===== config.mk =====
export PLATFORM = sky130hd
export DESIGN_NAME = power_k_norm
export DESIGN_NICKNAME = d
export VERILOG_FILES = /design/src/rtl/power_k_norm.sv
export SDC_FILE = /design/constraint.sdc
export NUM_CORES = 1
export LEC_CHECK = 0
export BUFFER_PORTS_ARGS = -buffer_cell sky130_fd_sc_hd__clkbuf_2
export CAP_MARGIN = 20
export CORE_ASPECT_RATIO = 1.1
export CORE_MARGIN = 3
export CORE_UTILIZATION = 59
export DETAILED_ROUTE_END_ITERATION = 8
export GPL_TIMING_DRIVEN = 0
export HOLD_SLACK_MARGIN = 0.08
export PLACE_DENSITY = 0.85
export SYNTH_ARGS = -nofsm -noshare
export SYNTH_HDL_FRONTEND = slang
export SYNTH_SLANG_ARGS = --single-unit
export TNS_END_PERCENT = 50

===== constraint.sdc =====
create_clock -name clk -period 2.8 [get_ports clk]
set_input_delay 0 -clock clk [delete_from_list [all_inputs] [get_ports clk]]
set_output_delay 0 -clock clk [all_outputs]
set_load 0.02 [all_outputs]

===== src/rtl/power_k_norm.sv =====
`default_nettype none
// ============================================================================
// Module   : power_k_norm
// Brief    : Two-stage leading-one normalizer that emits the index K of the
//            most significant one and a WIDTH-bit mantissa aligned to it.
//            Optional macro POWER_K_NORM_ROUND_EN enables half-up rounding.
// Revision : 1.0  initial release
// ============================================================================
module power_k_norm #(
  parameter int WIDTH      = 16,
  parameter int LOG2_WIDTH = 4
) (
  input  logic                  clk,
  input  logic                  rst,
  input  logic                  IN_VALID,
  output logic                  IN_READY,
  input  logic [2*WIDTH-1:0]    DIN,
  output logic                  OUT_VALID,
  input  logic                  OUT_READY,
  output logic [LOG2_WIDTH:0]   K_OUT,
  output logic [WIDTH-1:0]      MANT,
  output logic                  ZERO
);

  localparam int DW = 2 * WIDTH;
  localparam int KW = LOG2_WIDTH + 1;
  localparam logic [KW-1:0] K_ALIGN = KW'(WIDTH - 1);
`ifdef POWER_K_NORM_ROUND_EN
  localparam logic [KW-1:0] K_TOP   = KW'(DW - 1);
`endif

  logic          s1_valid;
  logic [DW-1:0] s1_data;
  logic [KW-1:0] s1_k;
  logic          s1_zero;

  logic          s2_load;
  logic          in_ready;
  logic [KW-1:0] enc_k;
  logic [KW-1:0] s2_k;
  logic [WIDTH-1:0] s2_mant;
  logic [KW-1:0] rsh;
  logic [KW-1:0] lsh;
`ifdef POWER_K_NORM_ROUND_EN
  logic          round_bit;
  logic [WIDTH:0] round_sum;
`endif

  // The output register frees up whenever it is empty or being consumed;
  // the same condition lets S1 hand its word forward.
  assign s2_load  = !OUT_VALID || OUT_READY;
  assign in_ready = !s1_valid || s2_load;
  assign IN_READY = in_ready;

  always_comb begin
    enc_k = '0;
    for (int i = 0; i < DW; i++) begin
      if (DIN[i]) enc_k = KW'(i);
    end
  end

  always_comb begin
    s2_k    = s1_k;
    s2_mant = '0;
    rsh     = s1_k - K_ALIGN;
    lsh     = K_ALIGN - s1_k;
    if (s1_zero) begin
      s2_k    = '0;
      s2_mant = '0;
    end else if (s1_k >= K_ALIGN) begin
      s2_mant = WIDTH'(s1_data >> rsh);
    end else begin
      s2_mant = WIDTH'(s1_data << lsh);
    end
`ifdef POWER_K_NORM_ROUND_EN
    round_bit = 1'b0;
    round_sum = '0;
    if (!s1_zero && (s1_k > K_ALIGN)) begin
      round_bit = |(s1_data & (DW'(1) << (rsh - KW'(1))));
      round_sum = {1'b0, s2_mant} + (WIDTH+1)'(round_bit);
      if (round_sum[WIDTH]) begin
        // Carry out of the mantissa renormalizes, except at the top index.
        if (s1_k == K_TOP) begin
          s2_mant = '1;
        end else begin
          s2_mant = {1'b1, {(WIDTH-1){1'b0}}};
          s2_k    = s1_k + KW'(1);
        end
      end else begin
        s2_mant = round_sum[WIDTH-1:0];
      end
    end
`endif
  end

  always_ff @(posedge clk) begin
    if (rst) begin
      s1_valid  <= 1'b0;
      s1_data   <= '0;
      s1_k      <= '0;
      s1_zero   <= 1'b0;
      OUT_VALID <= 1'b0;
      K_OUT     <= '0;
      MANT      <= '0;
      ZERO      <= 1'b0;
    end else begin
      if (in_ready) begin
        s1_valid <= IN_VALID;
        if (IN_VALID) begin
          s1_data <= DIN;
          s1_k    <= enc_k;
          s1_zero <= (DIN == '0);
        end
      end
      if (s2_load) begin
        OUT_VALID <= s1_valid;
        if (s1_valid) begin
          K_OUT <= s2_k;
          MANT  <= s2_mant;
          ZERO  <= s1_zero;
        end
      end
    end
  end

endmodule
`default_nettype wire


==> flow_metrics.py, run 1 <==
metrics = {
    "sta": {
        "skew_ns": 0.0113,
        "slew_violations": 0,
        "clock.fmax_mhz": 369,
        "slew-limit-headroom": 0.486,
        "timing.final.crit_share": 0.967,
        "setup_violations": 0,
        "hold_viol": 0,
        "min_period_ns": 2.71,
        "max_slew.worst_pin.slew_ns": 0.769,
    },
    "min_path": {
        "hold_class": "input pin to flip-flop",
    },
    "run": {
        "cap_violations": 0,
    },
    "grt": {
        "gr-usage-all-layers": 0.363,
        "gr-total-overflow": 0,
        "grt_antenna_before_repair": 0,
        "grt_pass1_vias": 4942,
        "grt_max_degree": 12,
        "grt_pass1_wl_um": 26100,
    },
    "cts": {
        "clk_latency_ns": 0.35,
        "post-cts-setup-buffer-count": 0,
        "cts_sinks": 62,
        "clkSlewWorstSetupHoldPaths_ns": 0.08,
        "cts_tree": "yes",
        "clockBufferDepth": 2,
        "clock-root-buffer": "clkbuf_8",
        "htree_levels": 3,
        "numCtsBuffers": 9,
    },
    "detailed_routing": {
        "ant_nets": 0,
        "dr.pass1.iters": 6,
        "drc_errors": 0,
        "drt_wl_total_um": 16600,
        "vias": 5200,
        "dr.first_iter.drc_count": 579,
        "wl_per_cell_um": 20.8,
        "viasPerCell": 6.49,
    },
    "place": {
        "numPortBuffers": 58,
        "placed_cells": 750,
        "gp_congestion": 1.03,
        "place_hpwl_um": 11900,
        "placed_cell_area_um2": 5140,
    },
    "logic_synthesis": {
        "seq_area_frac_synth": 0.263,
        "synthCells": 587,
        "synth_area_um2": 4720,
        "synthFlopType": "dfxtp_1",
        "synth_edf_count": 0,
        "syn_nets": 625,
        "ys_seq_elements": 62,
        "syn_area_per_cell_um2": 8.04,
        "yosysUniqueCellTypes": 59,
        "async_flop_share": 0,
        "yosys_warnings": 0,
    },
    "final_layout": {
        "final_cells": 801,
        "area_delta_synth_final_pct": 20.7,
        "nets": 729,
        "stdcell_area_um2": 5700,
        "n_antenna_cell": 0,
        "fill_cells": 574,
        "drive_gt1_frac": 0.224,
    },
    "worst_setup_path": {
        "crit_start": "s1_k[1]$_SDFFE_PP0P_",
        "crit_end": "MANT[5]$_SDFFE_PP0P_",
        "reg2reg_slack_ns": 0.09,
        "r2r_end": "MANT[5]$_SDFFE_PP0P_",
        "worstSetupEndpointType": "flip-flop",
        "arrival_ns": 2.95,
        "critPathLaunchType": "flip-flop",
        "crit_fanout": 10,
        "r2r-start": "s1_k[1]$_SDFFE_PP0P_",
        "required_ns": 3.04,
        "worstSetupPathType": "flip-flop to flip-flop",
        "rr_worst_depth": 9,
    },
    "power": {
        "p_switching_uw": 931,
        "swShare": 0.359,
        "leakagePower_uw": 0.00226,
        "irDropWorstVdd_uv": 342,
        "power_density_nw_per_um2": 455,
        "internal-power_uw": 1660,
        "p_clk_frac": 0.296,
        "seqPwrFrac": 0.375,
        "combinationalPowerShare": 0.329,
    },
    "outcome": {
        "status": "finished clean",
    },
    "floorplanning": {
        "initial_core_util": 0.621,
        "die_h_um": 99.8,
        "coreArea_um2": 7600,
        "die_w_um": 91.3,
        "die_area_um2": 9110,
        "io_pins": 60,
        "num_rows": 33,
    },
}
[how the worst min path moves through the flow]
stage | from | endpoint | depth (start not counted)
floorplan | DIN[16] | s1_data[16]$_SDFFE_PP0P_ | 2
global placement | DIN[0] | s1_data[0]$_SDFFE_PP0P_ | 3
detailed placement | DIN[1] | s1_data[1]$_SDFFE_PP0P_ | 3
CTS | rst | MANT[5]$_SDFFE_PP0P_ | 3
global route | rst | MANT[5]$_SDFFE_PP0P_ | 3
finish | rst | MANT[5]$_SDFFE_PP0P_ | 3
[through the flow]
stage / hold slack, ns / worst slack [ns] / power (uW) / util / TNS (ns)
after global placement: 0.255 / -0.222 / 1750 / 0.677 / -0.834
after global routing: 0.274 / -0.0208 / 2680 / 0.750 / -0.0239
after detailed placement: 0.261 / -0.200 / 1760 / 0.677 / -0.802
after CTS: 0.220 / 0.0424 / 2540 / 0.748 / 0
final: 0.250 / 0.0911 / 2590 / 0.750 / 0
after floorplan: 0.136 / 0.285 / 1540 / - / 0
[power groups by stage]
stage	combinational (uW)	sequential (uW)	clock [uW]
after global placement	761	986	0
after detailed placement	775	989	0
after global routing	903	975	804
after floorplan	560	983	0
after CTS	818	968	756
final	852	973	767
[sequential cells by signal (all words and copies together) (netlist names)]
signal and count:
s1_valid 1, MANT 16, s1_k 5, s1_data 32
OUT_VALID 1, s1_zero 1, ZERO 1, K_OUT 5
[repair_timing]
action	in CTS	in global routing
setup endpoints to repair	8	11
resized for setup	2	8
hold buffers	35	0
hold endpoints to repair	38	0
[cells by family (layout without fill, tap and decap cells)]
kind of cell               Yosys count  count (layout)  share of synthesized area
AOI/OAI and AO/OA                  145             145                      0.187
xor gates and xnor gates             4               4                     0.0106
adders and majority gates            2               2                    0.00530
buffers and inverters               55             164                     0.0586
DFF                                 62              62                      0.263
muxes                              106             106                      0.275
and+or+nand+nor                    213             213                      0.201
[per-layer routing]
layer	up-vias	GRT usage	share of wire
met5	-	0	0
met4	0	0.222	0.067
met3	98	0.0682	0.087
met2	380	0.612	0.46
met1	2351	0.429	0.38
li1	2371	-	-
[final cells by class]
class | count | area, um2 | area share
well taps | 105 | 131 | 0.0231
clock buffers | 12 | 155 | 0.0272
flip-flops and latches | 62 | 1240 | 0.218
plain buffers | 43 | 238 | 0.0417
multi-input cells | 470 | 3210 | 0.564
inverters | 12 | 45.0 | 0.00791
clock inverters | 4 | 31.3 | 0.00549
repair buffers | 93 | 641 | 0.112
[cells in the final DEF (no fill, tap or decap), drive strengths merged, types with 3 or more instances in the layout]
cell / netlist / routed
nand4: 4 / 4
o22ai: 8 / 8
clkbuf: 20 / 90
nand3b: 3 / 3
mux2: 37 / 37
a22oi: 5 / 5
nor2: 42 / 42
a21oi: 62 / 62
or3: 6 / 6
dfxtp: 62 / 62
o21ai: 26 / 26
nor4: 10 / 10
and3: 4 / 4
mux4: 14 / 14
nor2b: 4 / 4
o211ai: 7 / 7
nand3: 9 / 9
mux2i: 55 / 55
a211oi: 10 / 10
a22o: 3 / 3
clkinvlp: 0 / 3
buf: 23 / 23
nand2: 104 / 104
nor3: 19 / 19
inv: 12 / 12
dlygate4sd3: 0 / 35
a31oi: 4 / 4
[cell usage after synthesis (4+ instances only)]
library cell	instances	area (um2)
nor2_1	42	158
and3_1	4	25.0
a21oi_1	62	310
nand4_1	4	25.0
a22oi_1	5	37.5
a31oi_1	4	25.0
mux4_2	14	315
clkbuf_1	20	75.1
buf_4	9	67.6
dfxtp_1	62	1240
mux2i_1	55	551
o22ai_1	8	50.1
nor3_1	19	95.1
mux2_2	33	372
mux2_4	4	60.1
o21ai_0	25	125
nor4_1	10	62.6
nand2_1	104	390
nor2b_1	4	25.0
o211ai_1	7	52.6
a211oi_1	10	75.1
inv_1	11	41.3
or3_1	6	37.5
nand3_1	8	40.0
buf_2	8	40.0
[critical path, stage by stage (launching register included)]
cell,delay [ns]
dfxtp_1,0.39
ha_1,0.32
buf_6,0.14
buf_6,0.16
mux2_2,0.37
mux2i_1,0.38
nor2_1,0.07
nor3_1,0.32
a211oi_1,0.12
or3_1,0.34
(Power assumes the default switching activity.)
==> run 2: changes to the inputs <==
- CTS_CLUSTER_SIZE: not set -> 20
- PLACE_DENSITY: 0.85 -> 0.81
==> run 2 against run 1 <==
Against the previous run:
- the flow now finishes with violations (design-rule violations)
- sequential cell count unchanged
- register-to-register slack worse by 0.04 ns
- combinational power up 2%
- final area up 0.29%
- die area unchanged
- fmax down 1.4%
- hold slack worse by 0.0065 ns
- utilization up 0.21 points
- total power down 0.52%
- critical endpoint is now MANT[14]$_SDFFE_PP0P_
- largest power group unchanged
- highest routed layer unchanged
==> flow_metrics.py, run 2 (same netlist as run 1, synthesis figures left out) <==
metrics = {
    "sta": {
        "hold_viol": 0,
        "skew_ns": 0.0114,
        "whs_ns": 0.244,
        "rsz0062_at_grt": "false",
        "slew-limit-headroom": 0.456,
        "min_period_ns": 2.75,
        "slew_violations": 0,
        "setup_violations": 0,
        "clock.fmax_mhz": 364,
        "timing.final.crit_share": 0.981,
        "max_slew.worst_pin.slew_ns": 0.810,
    },
    "detailed_routing": {
        "viasPerCell": 6.67,
        "wl_per_cell_um": 21.9,
        "drc_errors": 1,
        "ant_nets": 0,
        "drt_wl_total_um": 17500,
        "dr.first_iter.drc_count": 632,
        "dr.pass1.iters": 9,
        "vias": 5343,
    },
    "final_layout": {
        "area_delta_synth_final_pct": 21.0,
        "most-common-layout-cells": "104 x nand2_1, 62 x dfxtp_1, 62 x a21oi_1",
        "largest_reg_flops": 32,
        "utilization": 0.752,
        "largestRegisters": "s1_data (32), MANT (16)",
        "largest-register": "s1_data",
        "drive_gt1_frac": 0.228,
        "nets": 729,
        "n_antenna_cell": 0,
        "layout.cells.most_common": "nand2_1",
        "fill_cells": 561,
        "final_cells": 801,
    },
    "place": {
        "place_hpwl_um": 12000,
        "gp_congestion": 0.995,
        "numPortBuffers": 58,
        "placed_cells": 750,
    },
    "grt": {
        "gr-total-overflow": 0,
        "gr-usage-all-layers": 0.390,
        "grt_max_degree": 12,
        "grt_antenna_before_repair": 0,
        "grt_pass1_vias": 5308,
        "grt_pass1_wl_um": 28200,
    },
    "floorplanning": {
        "io_pins": 60,
        "die_w_um": 91.3,
        "coreArea_um2": 7600,
        "num_rows": 33,
        "initial_core_util": 0.621,
        "die_h_um": 99.8,
        "die_area_um2": 9110,
    },
    "worst_setup_path": {
        "arrival_ns": 2.95,
        "r2r-start": "s1_k[1]$_SDFFE_PP0P_",
        "worstSetupPathType": "flip-flop to flip-flop",
        "critPathLaunchType": "flip-flop",
        "crit_end": "MANT[14]$_SDFFE_PP0P_",
        "reg2reg_slack_ns": 0.05,
        "r2r_end": "MANT[14]$_SDFFE_PP0P_",
        "crit_fanout": 10,
        "crit_start": "s1_k[1]$_SDFFE_PP0P_",
        "worstSetupEndpointType": "flip-flop",
        "required_ns": 3.01,
        "rr_worst_depth": 9,
    },
    "cts": {
        "cts_sinks": 62,
        "clkSlewWorstSetupHoldPaths_ns": 0.08,
        "cts_tree": "yes",
        "numCtsBuffers": 9,
        "htree_levels": 3,
        "post-cts-setup-buffer-count": 0,
        "clock-root-buffer": "clkbuf_8",
        "clk_latency_ns": 0.35,
        "clockBufferDepth": 2,
    },
    "outcome": {
        "violations": "design-rule violations",
        "status": "complete, but fails checks",
    },
    "power": {
        "power_density_nw_per_um2": 451,
        "leakagePower_uw": 0.00226,
        "irDropWorstVdd_uv": 305,
    },
    "min_path": {
        "hold_class": "input pin to flip-flop",
    },
    "run": {
        "cap_violations": 0,
    },
}
run 2: routing by layer:
metal  GRT usage  wire length, um
met1       0.475             6820
met2       0.667             8190
met3      0.0570             1520
met4       0.209              988
met5           0                0
run 2: power by group:
part / switching [uW] / total [uW] / internal (uW) / leakage [uW]
sequential: 49.0 / 973 / 924 / 0.000508
clock: 391 / 740 / 349 / 0.0000828
combinational: 500 / 865 / 365 / 0.00167
total: 940 / 2580 / 1640 / 0.00226
run 2: how the worst min path moves through the flow:
stage / startpoint / end / depth (start not counted)
finish: rst / MANT[5]$_SDFFE_PP0P_ / 3
global route: rst / MANT[5]$_SDFFE_PP0P_ / 3
CTS: rst / MANT[5]$_SDFFE_PP0P_ / 3
detailed placement: DIN[0] / s1_data[0]$_SDFFE_PP0P_ / 3
global placement: DIN[0] / s1_data[0]$_SDFFE_PP0P_ / 3
floorplan: DIN[16] / s1_data[16]$_SDFFE_PP0P_ / 2
run 2: worst max-delay path: stages (launching register included):
cell,delay (ns)
dfxtp_1,0.40
ha_1,0.33
buf_6,0.14
buf_8,0.15
mux2_2,0.35
mux2i_1,0.40
mux4_2,0.33
nor2_1,0.04
o21ai_1,0.33
a211oi_1,0.12
run 2: cell type report:
| class | instances | area [um2] | area share |
|---|---|---|---|
| multi-input combinational | 470 | 3240 | 0.567 |
| sequential | 62 | 1240 | 0.217 |
| timing repair buffer | 93 | 641 | 0.112 |
| buffer | 43 | 238 | 0.0416 |
| clock buffer | 12 | 145 | 0.0254 |
| tap | 105 | 131 | 0.0230 |
| inverter | 12 | 45.0 | 0.00789 |
| clock inverter | 4 | 32.5 | 0.00570 |
run 2: timing repair:
action,CTS,global route
pin swaps,0,0
hold buffers,35,0
endpoints found under the setup margin,13,11
cloned,0,0
gates resized for setup,2,12
hold endpoints to repair,38,0
run 2: stage by stage:
stage | total power (uW) | setup TNS, ns | setup slack, ns | cell area [um2]
2_1_floorplan | 1540 | 0 | 0.285 | 4720
3_5_place_dp | 1770 | -1.84 | -0.284 | 5140
4_1_cts | 2520 | 0 | 0.0690 | 5670
3_3_place_gp | 1750 | -1.85 | -0.299 | 5140
6_report | 2580 | 0 | 0.0522 | 5710
5_1_grt | 2670 | 0 | 0.00789 | 5710
